[config.mk]
export PLATFORM = sky130hd
export DESIGN_NAME = dcache_data_arbiter
export DESIGN_NICKNAME = d
export VERILOG_FILES = /design/src/rtl/dcache_data_arbiter.sv
export SDC_FILE = /design/constraint.sdc
export NUM_CORES = 1
export LEC_CHECK = 0
export ABC_AREA = 1
export BUFFER_PORTS_ARGS = -buffer_cell sky130_fd_sc_hd__buf_4
export CORE_AREA = 8 8 639 641
export DETAILED_ROUTE_END_ITERATION = 12
export DIE_AREA = 0 0 647 649
export PLACE_DENSITY_LB_ADDON = 0.1
export SYNTH_ARGS = -nofsm -noshare
export SYNTH_HDL_FRONTEND = slang
export SYNTH_SLANG_ARGS = --single-unit
[constraint.sdc]
create_clock -name clk -period 3.7 [get_ports clk]
set_input_delay 0 -clock clk [delete_from_list [all_inputs] [get_ports clk]]
set_output_delay 0 -clock clk [all_outputs]
set_load 0.01 [all_outputs]
[src/rtl/dcache_data_arbiter.sv]
// Data-cache SRAM sequencer: zero-clears the array after reset, then arbitrates core (A) vs fill/evict (B).
// Define DCACHE_ARB_PERF_EN to add saturating contention/starvation/lock-stall counters.
module dcache_data_arbiter #(
  parameter int DATA_WIDTH   = 256,
  parameter int NUM_WMASKS   = 32,
  parameter int ADDR_WIDTH   = 4,
  parameter int STARVE_LIMIT = 4
) (
  input  logic                  clk,
  input  logic                  rst,
  input  logic                  a_req,
  input  logic                  a_we,
  input  logic [ADDR_WIDTH-1:0] a_addr,
  input  logic [NUM_WMASKS-1:0] a_wmask,
  input  logic [DATA_WIDTH-1:0] a_wdata,
  output logic                  a_gnt,
  output logic                  a_rvalid,
  output logic [DATA_WIDTH-1:0] a_rdata,
  input  logic                  b_req,
  input  logic                  b_we,
  input  logic [ADDR_WIDTH-1:0] b_addr,
  input  logic [NUM_WMASKS-1:0] b_wmask,
  input  logic [DATA_WIDTH-1:0] b_wdata,
  input  logic                  b_lock,
  output logic                  b_gnt,
  output logic                  b_rvalid,
  output logic [DATA_WIDTH-1:0] b_rdata,
  output logic                  init_done,
  output logic                  sram_csb,
  output logic                  sram_web,
  output logic [NUM_WMASKS-1:0] sram_wmask,
  output logic [ADDR_WIDTH-1:0] sram_addr,
  output logic [DATA_WIDTH-1:0] sram_din,
  input  logic [DATA_WIDTH-1:0] sram_dout
`ifdef DCACHE_ARB_PERF_EN
  ,
  output logic [15:0]           perf_conflicts,
  output logic [15:0]           perf_starve,
  output logic [15:0]           perf_lock_stall
`endif
);

  localparam int DEPTH = 1 << ADDR_WIDTH;
  localparam int SW    = $clog2(STARVE_LIMIT + 1);

  typedef enum logic {S_INIT, S_ARB} state_t;

  state_t                state_q, state_d;
  logic [ADDR_WIDTH-1:0] init_cnt_q, init_cnt_d;
  logic [SW-1:0]         starve_q, starve_d;
  logic                  lock_q, lock_d;
  logic                  starve_hit;
  logic                  vld_p1;
  logic                  tag_b_p1;

  function automatic logic [SW-1:0] sat_starve(input logic [SW-1:0] v);
    return (v >= SW'(STARVE_LIMIT)) ? SW'(STARVE_LIMIT) : v + SW'(1);
  endfunction

  always_comb begin
    state_d    = state_q;
    init_cnt_d = init_cnt_q;
    a_gnt      = 1'b0;
    b_gnt      = 1'b0;
    sram_csb   = 1'b1;
    sram_web   = 1'b1;
    sram_wmask = '0;
    sram_addr  = '0;
    sram_din   = '0;
    starve_hit = (starve_q == SW'(STARVE_LIMIT));
    case (state_q)
      S_INIT: begin
        sram_csb   = 1'b0;
        sram_web   = 1'b0;
        sram_wmask = '1;
        sram_addr  = init_cnt_q;
        init_cnt_d = init_cnt_q + 1'b1;
        if (init_cnt_q == ADDR_WIDTH'(DEPTH - 1)) state_d = S_ARB;
      end
      S_ARB: begin
        // A held lock parks A entirely, even when it is due a forced win.
        if (lock_q) begin
          b_gnt = b_req;
        end else if (a_req && b_req) begin
          a_gnt = starve_hit;
          b_gnt = !starve_hit;
        end else begin
          a_gnt = a_req;
          b_gnt = b_req;
        end
        if (a_gnt) begin
          sram_csb   = 1'b0;
          sram_web   = !a_we;
          sram_addr  = a_addr;
          sram_wmask = a_we ? a_wmask : '0;
          sram_din   = a_wdata;
        end else if (b_gnt) begin
          sram_csb   = 1'b0;
          sram_web   = !b_we;
          sram_addr  = b_addr;
          sram_wmask = b_we ? b_wmask : '0;
          sram_din   = b_wdata;
        end
      end
      default: state_d = S_INIT;
    endcase
    // Reset is asynchronous, so the SRAM must be deselected the instant it asserts.
    if (rst) begin
      a_gnt    = 1'b0;
      b_gnt    = 1'b0;
      sram_csb = 1'b1;
      sram_web = 1'b1;
    end
  end

  always_comb begin
    starve_d = starve_q;
    if (a_gnt)      starve_d = '0;
    else if (a_req) starve_d = sat_starve(starve_q);
    lock_d = lock_q;
    if (!b_lock)    lock_d = 1'b0;
    else if (b_gnt) lock_d = 1'b1;
  end

  always_ff @(posedge clk or posedge rst) begin
    if (rst) begin
      state_q    <= S_INIT;
      init_cnt_q <= '0;
      starve_q   <= '0;
      lock_q     <= 1'b0;
      vld_p1     <= 1'b0;
      tag_b_p1   <= 1'b0;
    end else begin
      state_q    <= state_d;
      init_cnt_q <= init_cnt_d;
      starve_q   <= starve_d;
      lock_q     <= lock_d;
      // p0 -> p1: SRAM registers the read address; data appears on sram_dout one cycle later.
      vld_p1     <= (a_gnt && !a_we) || (b_gnt && !b_we);
      tag_b_p1   <= b_gnt;
    end
  end

  assign a_rvalid  = vld_p1 && !tag_b_p1;
  assign b_rvalid  = vld_p1 && tag_b_p1;
  assign a_rdata   = sram_dout;
  assign b_rdata   = sram_dout;
  assign init_done = (state_q == S_ARB);

`ifdef DCACHE_ARB_PERF_EN
  function automatic logic [15:0] sat_inc16(input logic [15:0] v, input logic en);
    return (en && (v != 16'hFFFF)) ? v + 16'd1 : v;
  endfunction

  always_ff @(posedge clk or posedge rst) begin
    if (rst) begin
      perf_conflicts  <= '0;
      perf_starve     <= '0;
      perf_lock_stall <= '0;
    end else begin
      perf_conflicts  <= sat_inc16(perf_conflicts, a_req && b_req);
      perf_starve     <= sat_inc16(perf_starve, a_gnt && b_req);
      perf_lock_stall <= sat_inc16(perf_lock_stall, a_req && lock_q);
    end
  end
`endif

endmodule

==> results.json <==
{
  "worstPathMaxFanout": 45,
  "via_count": 13300,
  "worst-endpoint-required_ns": 3.70,
  "clkSlewWorstSetupHoldPaths_ns": 0.04,
  "met3_usage_grt": 0.106,
  "grt_first_pass_wirelength_um": 295000,
  "grt_start_max_net_pins": 92,
  "synth_cells": 1610,
  "routedWlPerCell_um": 36.0,
  "ys.warnings.count": 0,
  "syn_avg_cell_area_um2": 5.81,
  "drtIter0Drc": 924,
  "grt_util_all_layers": 0.117,
  "most_common_cell_in_the_netlist": "sky130_fd_sc_hd__buf_4",
  "synth_top_cell_by_area": "sky130_fd_sc_hd__buf_4",
  "power.density_cell_area_nw_per_um2": 219,
  "synth.area.top_cells": "sky130_fd_sc_hd__buf_4 (41%), sky130_fd_sc_hd__nand3_1 (16%), sky130_fd_sc_hd__a21oi_1 (13%)",
  "synth_top_cell_area_share": 0.413,
  "grt_antenna_before_repair": 105,
  "dominantRegCellSynth": "sky130_fd_sc_hd__dfrtp_1",
  "cts_tree": "yes",
  "postLayoutCoreUtil": 0.0473,
  "synthesis.area_um2": 9360,
  "edff_count_synth": 0,
  "run_status": "finished, final reports clean",
  "numClockSinks": 11,
  "firstDrtPassIters": 5,
  "critical_path.endpoint_type": "output port",
  "synth.ff_latch_count": 11,
  "power.static_leakage_nw": 6.70,
  "port_buffers": 889,
  "syn-num-nets": 2460,
  "global_route.usage.met2": 0.203,
  "cts_max_level": 1,
  "rsz0062_at_grt": "false",
  "worst-setup-path-type": "reg2out",
  "clock-root-buffer": "sky130_fd_sc_hd__clkbuf_16",
  "floorplan.rows": 232,
  "chipHeight_um": 649,
  "number_of_buffers_created_by_cts": 3,
  "multiInputGateArea_um2": 4460,
  "drv_cap": 0,
  "finalWorstSetupSlack_ns": 0.295,
  "worst_slew_margin_rel": 0.436,
  "avgViaCountPerCell": 1.85,
  "gr-max-usage-layer": "met2",
  "number_of_endpoints_failing_setup_at_the_final_stage": 0,
  "global_route.overflow_total": 0,
  "min-delay-path-class": "in2out",
  "die_area_um2": 420000,
  "fillCellCount": 47400,
  "final_layout_size_suffix_gt1_frac": 0.515,
  "placement.setup.worst_slack_ns": 0.00974,
  "timing.clock.skew_ns": 0.00757,
  "max-clock-path-buffers": 2,
  "final_worst_path_period_need_ns": 3.40,
  "initial_core_util": 0.0235,
  "drc_errors": 0,
  "ys_top_cells_by_count": "sky130_fd_sc_hd__buf_4 (515), sky130_fd_sc_hd__nand2_1 (314), sky130_fd_sc_hd__nand3_1 (304)",
  "worstMarginPinSlew_ns": 0.846,
  "design.portCount": 1658,
  "timing.final.crit_share": 0.920,
  "critPathLaunchType": "flop",
  "timing.final.max_slew_violations": 0,
  "fraction_of_the_yosys_area_taken_by_sequential_cells": 0.0294,
  "dp_hpwl_um": 244000,
  "async_flop_share": 1.00,
  "yosysUniqueCellTypes": 24,
  "area_grow_syn2layout_pct": 101,
  "timing_hold_violations_final": 0,
  "first_global_vias": 14100,
  "core-area_um2": 398000,
  "worstPathArrival_ns": 3.40,
  "use_met1": 0.0995,
  "routabilityCongestion": 0.783,
  "final_net_count": 2765,
  "seq_area_um2": 277,
  "max_clock_freq_ghz": 0.294,
  "die_w_um": 647,
  "finalWirelength_um": 259000,
  "antenna_violating_nets_post_route": 0,
  "clkLatencyLatePin_ns": 0.24,
  "cts_setup_buffers": 0,
  "vdd.ir_drop.worst_mv": 0.111
}
layout make-up:
| type | instances | area share |
|---|---|---|
| repair buffers | 946 | 0.387 |
| clock inverters | 1 | 0.000266 |
| diodes | 18 | 0.00239 |
| inverters | 21 | 0.00525 |
| multi-input cells | 932 | 0.237 |
| flip-flops and latches | 11 | 0.0147 |
| well taps | 5265 | 0.350 |
| clock buffers | 3 | 0.00399 |
power breakdown:
part           total [mW]  switching, mW  leakage (nW)  internal (mW)
clock network       0.205         0.0610        0.0410          0.144
registers           0.149         0.0122         0.142          0.137
logic                3.77           2.46          6.51           1.31
total                4.12           2.53          6.70           1.59
final timing paths:
kind,start,endpoint,slack (ns),cells past startpoint
max,starve_q[0]$_DFFE_PP0P_,sram_din[85],0.30,10
min,sram_dout[217],b_rdata[217],0.000005,0
max reg2reg,starve_q[0]$_DFFE_PP0P_,vld_p1$_DFF_PP0_,1.16,11
min reg2reg,init_cnt_q[3]$_DFFE_PP0N_,init_cnt_q[3]$_DFFE_PP0N_,0.52,1
max in group asynchronous,rst,init_done$_DFF_PP0_,3.16,4
min in group asynchronous,rst,init_cnt_q[2]$_DFFE_PP0N_,0.33,4
registers in the layout, summed over array words and instances, names as in the netlist:
signal / count
tag_b_p1: 1
init_done: 1
starve_q: 3
vld_p1: 1
init_cnt_q: 4
lock_q: 1
routing by layer:
layer,vias to the layer above,part of all wire
li1,5443,-
met1,6228,0.29
met2,1356,0.48
met3,272,0.20
met4,26,0.029
met5,-,0.00072
worst max-delay path, cell delays in order, from the launching register on:
cell	delay [ns]
sky130_fd_sc_hd__dfrtp_1	0.38
sky130_fd_sc_hd__inv_1	0.13
sky130_fd_sc_hd__ha_1	0.24
sky130_fd_sc_hd__nand2_1	0.15
sky130_fd_sc_hd__nand2_1	0.29
sky130_fd_sc_hd__nand2_1	0.24
sky130_fd_sc_hd__clkinv_8	0.22
sky130_fd_sc_hd__buf_4	0.47
sky130_fd_sc_hd__nand2_1	0.12
sky130_fd_sc_hd__a21oi_1	0.57
sky130_fd_sc_hd__buf_4	0.26
cell families (layout without fill, tap and decap cells):
kind of cell / after synthesis / after routing / share of synthesized area
buf+inv: 667 / 971 / 0.499
simple gates: 666 / 666 / 0.321
compound gates: 261 / 261 / 0.144
flops: 11 / 11 / 0.0294
fa+ha+maj: 3 / 3 / 0.00401
xor+xnor: 2 / 2 / 0.00187
other cells: 0 / 18 / 0
cell usage in the layout, fill, tap and decap left out:
cell                              n
sky130_fd_sc_hd__a21boi_0         1
sky130_fd_sc_hd__a21oi_1        237
sky130_fd_sc_hd__a21oi_2         19
sky130_fd_sc_hd__buf_12          14
sky130_fd_sc_hd__buf_4          930
sky130_fd_sc_hd__buf_8            1
sky130_fd_sc_hd__clkbuf_16        3
sky130_fd_sc_hd__clkinv_2         1
sky130_fd_sc_hd__clkinv_8         1
sky130_fd_sc_hd__dfrtp_1         10
sky130_fd_sc_hd__dfrtp_2          1
sky130_fd_sc_hd__diode_2         18
sky130_fd_sc_hd__dlygate4sd3_1    1
sky130_fd_sc_hd__ha_1             3
sky130_fd_sc_hd__inv_1           17
sky130_fd_sc_hd__inv_2            2
sky130_fd_sc_hd__inv_8            1
sky130_fd_sc_hd__nand2_1        314
sky130_fd_sc_hd__nand2_2         10
sky130_fd_sc_hd__nand2_8          1
sky130_fd_sc_hd__nand3_1        304
sky130_fd_sc_hd__nand4_1         33
sky130_fd_sc_hd__nor2_1           3
sky130_fd_sc_hd__nor2_8           1
sky130_fd_sc_hd__o21ai_0          3
sky130_fd_sc_hd__o31ai_1          1
sky130_fd_sc_hd__xnor2_1          2
metrics by stage:
stage          setup TNS, ns  std cells  total power, mW  hold slack (ns)  cell area [µm²]
2_1_floorplan              0       1610             1.80           -0.123             9360
3_3_place_gp          -0.289       7174             4.30         0.000148            18700
3_5_place_dp               0       7174             4.24         0.000148            18700
4_1_cts                    0       7179             4.48         0.000148            18800
5_1_grt                    0       7180             4.54        0.0000230            18800
6_report                   0       7197             4.12       0.00000522            18800
timing repair:
item,CTS,global route
setup endpoints to repair,9,0
resized for setup,9,0
hold buffers,1,0
endpoints found under the hold margin,11,0
No activity file was read; power rests on OpenSTA's default activity.
